--- config.mk ---
export PLATFORM = sky130hd
export DESIGN_NAME = tlul_adapter_reg
export DESIGN_NICKNAME = d
export VERILOG_FILES = /design/src/rtl/tlul_pkg.sv /design/src/rtl/tlul_adapter_reg.sv
export SDC_FILE = /design/constraint.sdc
export NUM_CORES = 1
export LEC_CHECK = 0
export ABC_AREA = 0
export CORE_MARGIN = 2
export CORE_UTILIZATION = 39
export CTS_BUF_LIST = sky130_fd_sc_hd__clkbuf_8 sky130_fd_sc_hd__clkbuf_16
export DETAILED_ROUTE_END_ITERATION = 7
export GPL_TIMING_DRIVEN = 0
export MAX_ROUTING_LAYER = met4
export PLACE_DENSITY = 0.86
export SYNTH_ARGS = -nofsm -noshare
export SYNTH_HDL_FRONTEND = slang
export SYNTH_SLANG_ARGS = --single-unit
export TNS_END_PERCENT = 20
--- constraint.sdc ---
create_clock -name clk_i -period 3.6 [get_ports clk_i]
set_input_delay 0.72 -clock clk_i [delete_from_list [all_inputs] [get_ports clk_i]]
set_output_delay 0.72 -clock clk_i [all_outputs]
set_load 0.02 [all_outputs]
--- src/rtl/tlul_pkg.sv ---
// tlul_pkg: TL-UL channel structs, opcodes and bus width constants.
package tlul_pkg;
  localparam int TL_AW = 32;
  localparam int TL_DW = 32;
  localparam int TL_DBW = TL_DW / 8;
  localparam int TL_SZW = 2;
  localparam int TL_AIW = 8;
  localparam int TL_DIW = 1;
  typedef enum logic [2:0] {
    PutFullData    = 3'h0,
    PutPartialData = 3'h1,
    Get            = 3'h4
  } tl_a_op_e;
  typedef enum logic [2:0] {
    AccessAck     = 3'h0,
    AccessAckData = 3'h1
  } tl_d_op_e;
  typedef struct packed {
    logic              a_valid;
    tl_a_op_e          a_opcode;
    logic [2:0]        a_param;
    logic [TL_SZW-1:0] a_size;
    logic [TL_AIW-1:0] a_source;
    logic [TL_AW-1:0]  a_address;
    logic [TL_DBW-1:0] a_mask;
    logic [TL_DW-1:0]  a_data;
    logic              d_ready;
  } tl_h2d_t;
  typedef struct packed {
    logic              d_valid;
    tl_d_op_e          d_opcode;
    logic [2:0]        d_param;
    logic [TL_SZW-1:0] d_size;
    logic [TL_AIW-1:0] d_source;
    logic [TL_DIW-1:0] d_sink;
    logic [TL_DW-1:0]  d_data;
    logic [3:0]        d_user;
    logic              d_error;
    logic              a_ready;
  } tl_d2h_t;
endpackage

--- src/rtl/tlul_adapter_reg.sv ---
// tlul_adapter_reg: single-outstanding TL-UL to register-strobe adapter.
module tlul_adapter_reg
  import tlul_pkg::*;
#(
  parameter int RegAw = 8,
  parameter int RegDw = TL_DW
) (
  input  logic               clk_i,
  input  logic               reset_i,
  input  tl_h2d_t            tl_i,
  output tl_d2h_t            tl_o,
  output logic               re_o,
  output logic               we_o,
  output logic [RegAw-1:0]   addr_o,
  output logic [RegDw-1:0]   wdata_o,
  output logic [RegDw/8-1:0] be_o,
  input  logic [RegDw-1:0]   rdata_i,
  input  logic               error_i
);
  typedef enum logic [1:0] {IDLE, ACCESS, RESP} state_e;
  state_e              state_q;
  logic                get_q, re_q, we_q, dv_q, err_q;
  logic [TL_SZW-1:0]   size_q;
  logic [TL_AIW-1:0]   source_q;
  logic [RegAw-1:0]    addr_q;
  logic [RegDw/8-1:0]  mask_q;
  logic [RegDw-1:0]    wdata_q, rdata_q;
  logic                legal, is_get, unused_param;
  assign unused_param = ^tl_i.a_param;
  assign is_get = tl_i.a_opcode == Get;
  assign legal = (tl_i.a_opcode inside {PutFullData, PutPartialData, Get}) &&
                 tl_i.a_size == 2'd2 && tl_i.a_address[1:0] == 2'b00 &&
                 (tl_i.a_address >> RegAw) == '0 &&
                 !(tl_i.a_opcode == PutFullData && tl_i.a_mask != '1);
  always_ff @(posedge clk_i) begin
    if (reset_i) begin
      state_q  <= IDLE;
      get_q    <= 1'b0;
      re_q     <= 1'b0;
      we_q     <= 1'b0;
      dv_q     <= 1'b0;
      err_q    <= 1'b0;
      size_q   <= '0;
      source_q <= '0;
      addr_q   <= '0;
      mask_q   <= '0;
      wdata_q  <= '0;
      rdata_q  <= '0;
    end else if (state_q == IDLE) begin
      if (tl_i.a_valid) begin
        state_q  <= legal ? ACCESS : RESP;
        get_q    <= is_get;
        re_q     <= legal && is_get;
        we_q     <= legal && !is_get;
        dv_q     <= !legal;
        err_q    <= !legal;
        size_q   <= tl_i.a_size;
        source_q <= tl_i.a_source;
        addr_q   <= tl_i.a_address[RegAw-1:0];
        mask_q   <= tl_i.a_mask;
        wdata_q  <= tl_i.a_data;
        rdata_q  <= '0;
      end
    end else if (state_q == ACCESS) begin
      state_q <= RESP;
      re_q    <= 1'b0;
      we_q    <= 1'b0;
      dv_q    <= 1'b1;
      err_q   <= error_i;
      rdata_q <= (get_q && !error_i) ? rdata_i : '0;
    end else if (tl_i.d_ready) begin
      state_q <= IDLE;
      dv_q    <= 1'b0;
    end
  end
  // Handshake and strobe outputs are forced low for the whole reset cycle.
  assign re_o    = re_q & ~reset_i;
  assign we_o    = we_q & ~reset_i;
  assign addr_o  = addr_q;
  assign wdata_o = wdata_q;
  assign be_o    = mask_q;
  assign tl_o = '{
    d_valid:  dv_q & ~reset_i,
    d_opcode: get_q ? AccessAckData : AccessAck,
    d_param:  '0,
    d_size:   size_q,
    d_source: source_q,
    d_sink:   '0,
    d_data:   rdata_q,
    d_user:   '0,
    d_error:  err_q,
    a_ready:  state_q == IDLE && !reset_i
  };
endmodule

==> flow_metrics.tcl <==
set metrics [dict create \
    status "complete, no violations" \
    clock_path_buffers 2 \
    synth_seq_area_share 0.545 \
    leakagePower_nw 2.14 \
    critPathRequiredTime_ns 2.88 \
    crit_type "input pin to output port" \
    arrival_ns 2.42 \
    fmax_ghz 0.318 \
    slowest_delay_ns 0.59 \
    critPathMostFrequentCell "clkdlybuf4s50_1" \
    yosysWarnings 0 \
    antenna_found_initial 0 \
    worstSkewPairLatency_ns 0.34 \
    area_delta_synth_final_pct 73.2 \
    first_global_vias 3650 \
    cts_hold_buf 0 \
    dp.cells 728 \
    crit_slowest_cell "clkdlybuf4s50_1" \
    die_x_um 97.1 \
    worst_setup_path_start_kind "input pin" \
    critPathLaunch "reset_i" \
    n_fill_cell 651 \
    grtUsageTotal 0.231 \
    min_from "size_q[0]$_SDFFE_PP0P_" \
    max_cap_violations 0 \
    p_total_mw 2.22 \
    reg2reg_from "state_q[1]$_SDFFE_PP0P_" \
    path_max_fanout 10 \
    mostFrequentLayoutCell "clkdlybuf4s50_1" \
    root_buffer "clkbuf_8" \
    rsz0062_at_grt "no" \
    core_mm2 0.00830 \
    io_buffers 209 \
    dr.pass1.iters 4 \
    overflow 0 \
    slew_headroom 0.622 \
    io_pins 223 \
    finClkSkew_ns 0.0101 \
    synth_area_mm2 0.00338 \
    setup_viol 0 \
    finalHoldViolations 0 \
    place.gp.congestion 0.849 \
    synth_top_area_frac 0.545 \
    diodes 0 \
    htree_levels 3 \
    synth-main-ff-cell "dfxtp_1" \
    num-nets-final 755 \
    vias 3614 \
    wl_mm 10.8 \
    cts_resized 0 \
    min_period_ns 3.14 \
    path_clk_slew_ns 0.09 \
    crit_chain "clkdlybuf4s50_1, clkbuf_1, nor2b_1, clkdlybuf4s50_1" \
    viasPerCell 4.86 \
    cp_top_family "buffers and inverters" \
    rows 33 \
    grt_max_degree 16 \
    synthTopCellsByArea "dfxtp_1, nand2_1, a21oi_1" \
    vdd_ir_drop_max_v 0.000222 \
    async_reset_ff_frac 0 \
    crit_buf_inv 3 \
    period_share 0.873 \
    cts_tree "yes" \
    critPathCaptureType "output port" \
    synth_seq_cells 92 \
    drv_slew 0 \
    tns_ns 0 \
    ys_types 31 \
    worst_pin_slew_ns 0.566 \
    drive_above_1_share 0.0485 \
    numClockSinks 92 \
    fp.dieH_um 97.1 \
    postCtsSetupBuffers 0 \
    hold_path.class "flip-flop to flip-flop" \
    final_cell_mix "clkdlybuf4s50_1, nand2_1, dfxtp_1, a21oi_1, nor2_1" \
    synthCells 405 \
    wire_per_inst_um 14.5 \
    ant_nets 0 \
    power.density_mw_per_mm2 379 \
    cts_buffers 9 \
    drt_iter0_markers 111 \
    grt_pass1_wl_mm 17.4 \
    die-area_mm2 0.00942 \
    start_util 0.407 \
    hpwl_mm 8.53 \
    final_cells 744 \
    synth-edff-count 0 \
    syn_avg_cell_area_um2 8.34 \
    synth_top_area_cell "dfxtp_1" \
    drc 0 \
]
-- power by group --
group          internal, mW  switching [mW]
Combinational         0.219           0.186
Sequential             1.05          0.0189
Clock                 0.389           0.353
Total                  1.66           0.558
-- logic make-up (layout without fill, tap and decap cells) --
kind of cell	Yosys count	after routing	synth area share
simple gates	172	172	0.215
compound gates	97	97	0.176
flops	92	92	0.545
buf+inv	43	268	0.0633
other cells	1	10	0.00111
-- routing by layer --
metal / vias up / share of wire / GRT usage / routed length (um)
met5: - / 0 / - / 0
met4: 0 / 0.0045 / 0.0618 / 48
met3: 4 / 0.086 / 0.0676 / 922
met2: 162 / 0.48 / 0.394 / 5200
met1: 1648 / 0.43 / 0.265 / 4590
li1: 1800 / - / - / -
-- layout make-up --
cell class                 instances  area (um2)  share of cell area
buffer                            42         210              0.0359
clock buffer                       9         124              0.0212
clock inverter                     7        92.6              0.0158
inverter                           1        3.75            0.000641
multi-input combinational        279        1360               0.232
sequential                        92        1840               0.315
tap                              105         131              0.0225
timing repair buffer             209        2090               0.357
-- flip-flops by register name (all words and copies together) (netlist names) --
register and flops:
addr_o 8, be_o 4, err_q 1, get_q 1, rdata_q 32, re_q 1
size_q 2, source_q 8, state_q 2, wdata_o 32, we_q 1
-- metrics by stage --
| stage | setup WS [ns] | hold slack [ns] | cell area [um2] | utilization |
|---|---|---|---|---|
| floorplan | 1.32 | 0.445 | 3410 | - |
| global placement | 0.446 | 0.442 | 5640 | 0.679 |
| detailed placement | 0.446 | 0.447 | 5640 | 0.679 |
| CTS | 0.448 | 0.460 | 5850 | 0.705 |
| global route | 0.371 | 0.481 | 5850 | 0.705 |
| finish | 0.457 | 0.458 | 5850 | 0.705 |
-- final timing paths --
path,slack [ns],end,cells after the start
max,0.46,we_o,4
min,0.46,size_q[0]$_SDFFE_PP0P_,2
max reg2reg,1.52,we_q$_SDFFE_PP0P_,5
min reg2reg,0.46,size_q[0]$_SDFFE_PP0P_,2
-- worst reg2reg max path, stage by stage (launching register included) --
cell	delay [ns]
dfxtp_1	0.31
buf_6	0.13
or4_1	0.50
a221o_1	0.33
or4b_4	0.53
o31ai_2	0.21
-- Yosys cell counts, types with 2 or more instances --
cell / count
nand2_1: 113
dfxtp_1: 92
a21oi_1: 57
nor2_1: 34
a22oi_1: 32
clkbuf_1: 26
buf_4: 12
nor4_1: 5
nor2b_1: 4
nor3_1: 4
buf_1: 3
nand4_1: 2
nor4b_1: 2
o31ai_1: 2
No activity file was read; power rests on OpenSTA's default activity.
==> edit 1: new RTL, same flow settings <==
Re-encode `state_e` (3 states) as one-hot, 3 bits wide.
--- a/src/rtl/tlul_adapter_reg.sv
+++ b/src/rtl/tlul_adapter_reg.sv
@@ -18,5 +18,5 @@
   input  logic               error_i
 );
-  typedef enum logic [1:0] {IDLE, ACCESS, RESP} state_e;
+  typedef enum logic [2:0] {IDLE = 3'b001, ACCESS = 3'b010, RESP = 3'b100} state_e;
   state_e              state_q;
   logic                get_q, re_q, we_q, dv_q, err_q;
Behaviour: same outputs for any inputs over 10 cycles, from zero or initial values and one cycle with reset_i high; not proved beyond that.
==> edit 1 against the unedited design <==
- area after synthesis up 5.1%
- count of clock-buffer cells in the layout increased by 1
- worst hold slack lost 0.0014 ns
- via count up 4.4%
- combinational power is 17% higher
- maximum frequency shrank 5.8%
- wire length rose by 5.1%
- cell area rose by 3.1%
- non-clock buffer count grew 2
- sequential cell count up 1
- power is 5.2% higher
- worst setup slack worse by 0.19 ns
- largest cell class unchanged
- highest routed layer unchanged
==> edit 1: results (changes against the unedited design) <==
Finished Layout Cells: 758 (+1.9%)
Register area share after synthesis: 52.4% (-2.1 points)
Cell count of the worst reg-to-reg path: 7 (+2)
Net Sw Power: 0.600 mW (+7.6%)
Crit path DAT: 2.62 ns (+0.20 ns)
Length of routed wiring on met1: 4460 um (-3.0%)
Setup WS pre-CTS: 0.239 ns (-0.207 ns)
DR WL met2: 5880 um (+13%)
Crit Reg-Reg Startpoint: state_q[2]$_SDFFE_PP0P_
CP Capture Point: tl_o[55]
GPL Wtd Cong: 0.782 (-7.9%)
Via count of the first global-routing pass: 3,760 (+3.0%)
Tmin final: 3.34 ns (+0.193 ns)
Met1 Use GR: 24.7% (-1.8 points)
R2r setup slk: 2.08 ns (+0.56 ns)
Logic power comb: 0.472 mW (+17%)
Worst Clk Skew: 0.0137 ns (+0.00366 ns)
M3 GR Usage: 5.97% (-0.79 points)
Met2 Use GR: 41.1% (+1.6 points)
Post-Syn Instances: 416 (+2.7%)
Slowest stage delay, CP: 0.57 ns (-0.02 ns)
Hold Startpoint: wdata_o[9]$_SDFFE_PP0P_
Synth area leaders: dfxtp_1, nand2_1, a21oi_1
Unique masters post-synth: 33 (+6.5%)
Run status: finished, final reports clean
Hold endpoint: wdata_o[9]$_SDFFE_PP0P_
First-pass GRT wire length: 17,600 um (+1.3%)
Share of layout cells above drive strength 1: 7.85% (+3.0 points)
Met3 WL: 865 um (-6.2%)
Register Area: 1860 um^2 (+1.1%)
Placed Area: 5810 um^2 (+3.1%)
Power Clock: 0.769 mW (+3.6%)
Cells after DPL: 742 (+1.9%)
Final net count: 766 (+1.5%)
-- edit 1: cell types whose count changed in the layout (fill, tap and decap cells not counted), moves of 2 or more --
cell	delta
clkbuf_1	-16
buf_6	+9
buf_2	+7
buf_4	+4
a22o_1	+3
nand3b_1	+3
a21boi_0	+2
buf_1	-2
nand3_1	+2
nor2_1	+2
nor4b_2	+2
o31ai_1	-2
-- edit 1: kinds of logic (layout without fill, tap and decap cells) --
group	count (synthesis)	count (layout)	share of synthesized area [%]
and+or+nand+nor	175	175	21.2
AOI/OAI and AO/OA	101	101	17.3
buffers and inverters	46	271	8.92
DFF	93	93	52.4
other	1	10	0.106
-- edit 1: layout make-up --
class,instances,area share [%]
Buffer,44,5.12
Clock buffer,10,2.28
Clock inverter,6,1.45
Inverter,2,0.124
Multi-Input combinational cell,286,23.3
Sequential cell,93,30.8
Tap cell,108,2.24
Timing Repair Buffer,209,34.7
==> edit 2: new RTL, config.mk and constraints unchanged <==
Made on the original files. `RegAw`: 8 -> 9.
--- a/src/rtl/tlul_adapter_reg.sv
+++ b/src/rtl/tlul_adapter_reg.sv
@@ -3,5 +3,5 @@
   import tlul_pkg::*;
 #(
-  parameter int RegAw = 8,
+  parameter int RegAw = 9,
   parameter int RegDw = TL_DW
 ) (
Ports: changed (resized addr_o); port bits go from 223 to 224. No check against the original RTL was run, so the function may have changed too.
==> edit 2 against the unedited design <==
- power down 0.43%
- area after synthesis up 2.0%
- count of clock-buffer cells in the layout up 2
- worst setup slack better by 0.38 ns
- cell area up 1.0%
- die area up 1.9%
- sequential cell count up 1
- wire length up 2.7%
- highest routed layer unchanged
==> edit 2: results (changes against the unedited design) <==
WHS: 0.456 ns (-0.00271 ns)
CTS buffer count: 9 (unchanged)
Yosys synthesis warning count: 0 (unchanged)
Run status: finished, final reports clean
Vias: 3,651 (+1.0%)
Post-CTS Setup Inserts: 0 (unchanged)
Synth area leaders: dfxtp_1, nand2_1, a21oi_1
Initial antenna violation count: 0 (unchanged)
WL/cell: 14.7 um (+1.6%)
Peak VDD IR: 283 uV (+28%)
Ant diodes: 0 (unchanged)
Share of layout cells above drive strength 1: 6.06% (+1.2 points)
Crit-path max FO: 10 (unchanged)
Slew margin rel.: 60.7% (-1.4 points)
CTS max path bufs: 2 (unchanged)
# fillers: 697 (+7.1%)
Worst Clk Skew: 0.0126 ns (+0.00253 ns)
Cells resized by post-CTS repair: 0 (unchanged)
Placed Area: 5710 um^2 (+1.3%)
Worst-skew pair later-pin latency: 0.35 ns
Detailed placement HPWL: 8730 um (+2.3%)
FFs w/ async S/R, synth: 0% (unchanged)
TritonRoute pass-1 iters: 4 (unchanged)
Port Buffers: 209 (unchanged)
Via count of the first global-routing pass: 3,606 (-1.2%)
Register area share after synthesis: 54.0% (-0.49 points)
# setup viols final: 0 (unchanged)
Static leakage: 2.16 nW (+0.86%)
Clk slew on worst S/H paths: 0.08 ns
GPL Wtd Cong: 0.831 (-2.1%)
R2r setup slk: 1.78 ns (+0.26 ns)
H-tree levels: 3 (unchanged)
Initial DRC Count: 124 (+12%)
Crit path DAT: 2.05 ns (-0.37 ns)
Ranking of synthesized cells by instance count: nand2_1, dfxtp_1, a21oi_1
Unique masters post-synth: 33 (+6.5%)
Root Buffer: clkbuf_8
Final net count: 761 (+0.79%)
Total track usage: 22.8% (-0.27 points)
Dominant synthesized flop cell: dfxtp_1
Largest net degree at the start of global routing: 16 (unchanged)
First-pass GRT wire length: 17,200 um (-1.1%)
HP Class: reg2reg
edit 2: cell types whose count changed in the layout (fill, tap and decap cells not counted), sizes merged, moves of 2 or more:
cell and change:
buf +8, clkbuf -5, nand2 +5, clkinv -2
nor2b -2, nor3 -2, nor4 +2
edit 2: logic make-up after synthesis:
family | Yosys count | share of synthesized area [%]
AOI/OAI and AO/OA | 97 | 17.2
and+or+nand+nor | 176 | 22.4
DFF | 93 | 54.0
buffers and inverters | 44 | 6.17
other | 1 | 0.109
edit 2: critical path: stages:
cell	delay, ns
clkbuf_1	0.26
clkbuf_1	0.40
nor3_1	0.09
clkdlybuf4s50_1	0.57
edit 2: layout make-up:
| class | count | share of cell area, % |
|---|---|---|
| inverters | 1 | 0.0635 |
| well taps | 108 | 2.29 |
| clock inverters | 4 | 0.931 |
| plain buffers | 43 | 3.53 |
| clock buffers | 11 | 2.56 |
| multi-input cells | 283 | 23.8 |
| flip-flops and latches | 93 | 31.5 |
| repair buffers | 209 | 35.4 |
edit 2: report_power, final:
part | total [mW] | internal, mW | switching, mW | leakage [nW]
clock network | 0.713 | 0.360 | 0.353 | 0.102
registers | 1.09 | 1.07 | 0.0201 | 0.758
logic | 0.412 | 0.219 | 0.192 | 1.30
edit 2: final timing paths:
kind                      startpoint                       to  cells past startpoint
max                          reset_i                  tl_o[0]                      4
max reg2reg  state_q[1]$_SDFFE_PP0P_  wdata_o[1]$_SDFFE_PP0P_                      6
min reg2reg   addr_o[5]$_SDFFE_PP0P_   addr_o[5]$_SDFFE_PP0P_                      2
min           addr_o[5]$_SDFFE_PP0P_   addr_o[5]$_SDFFE_PP0P_                      2
edit 2: routing by layer:
metal	share of wire [%]	track usage, %	wire (um)	vias to the layer above
met1	41	26.3	4500	1689
met3	6.7	4.80	741	13
li1	-	-	-	1817
met2	51	39.5	5660	132
met5	0	-	0	-
met4	1.4	7.26	155	0
edit 2: through the flow:
stage	utilization [%]	worst slack, ns	power [mW]	cells
floorplan	-	1.35	1.28	420
global placement	66.1	0.822	1.51	737
detailed placement	66.1	0.816	1.52	737
CTS	68.5	0.808	2.23	752
global route	68.5	0.694	2.31	752
finish	68.5	0.834	2.21	752
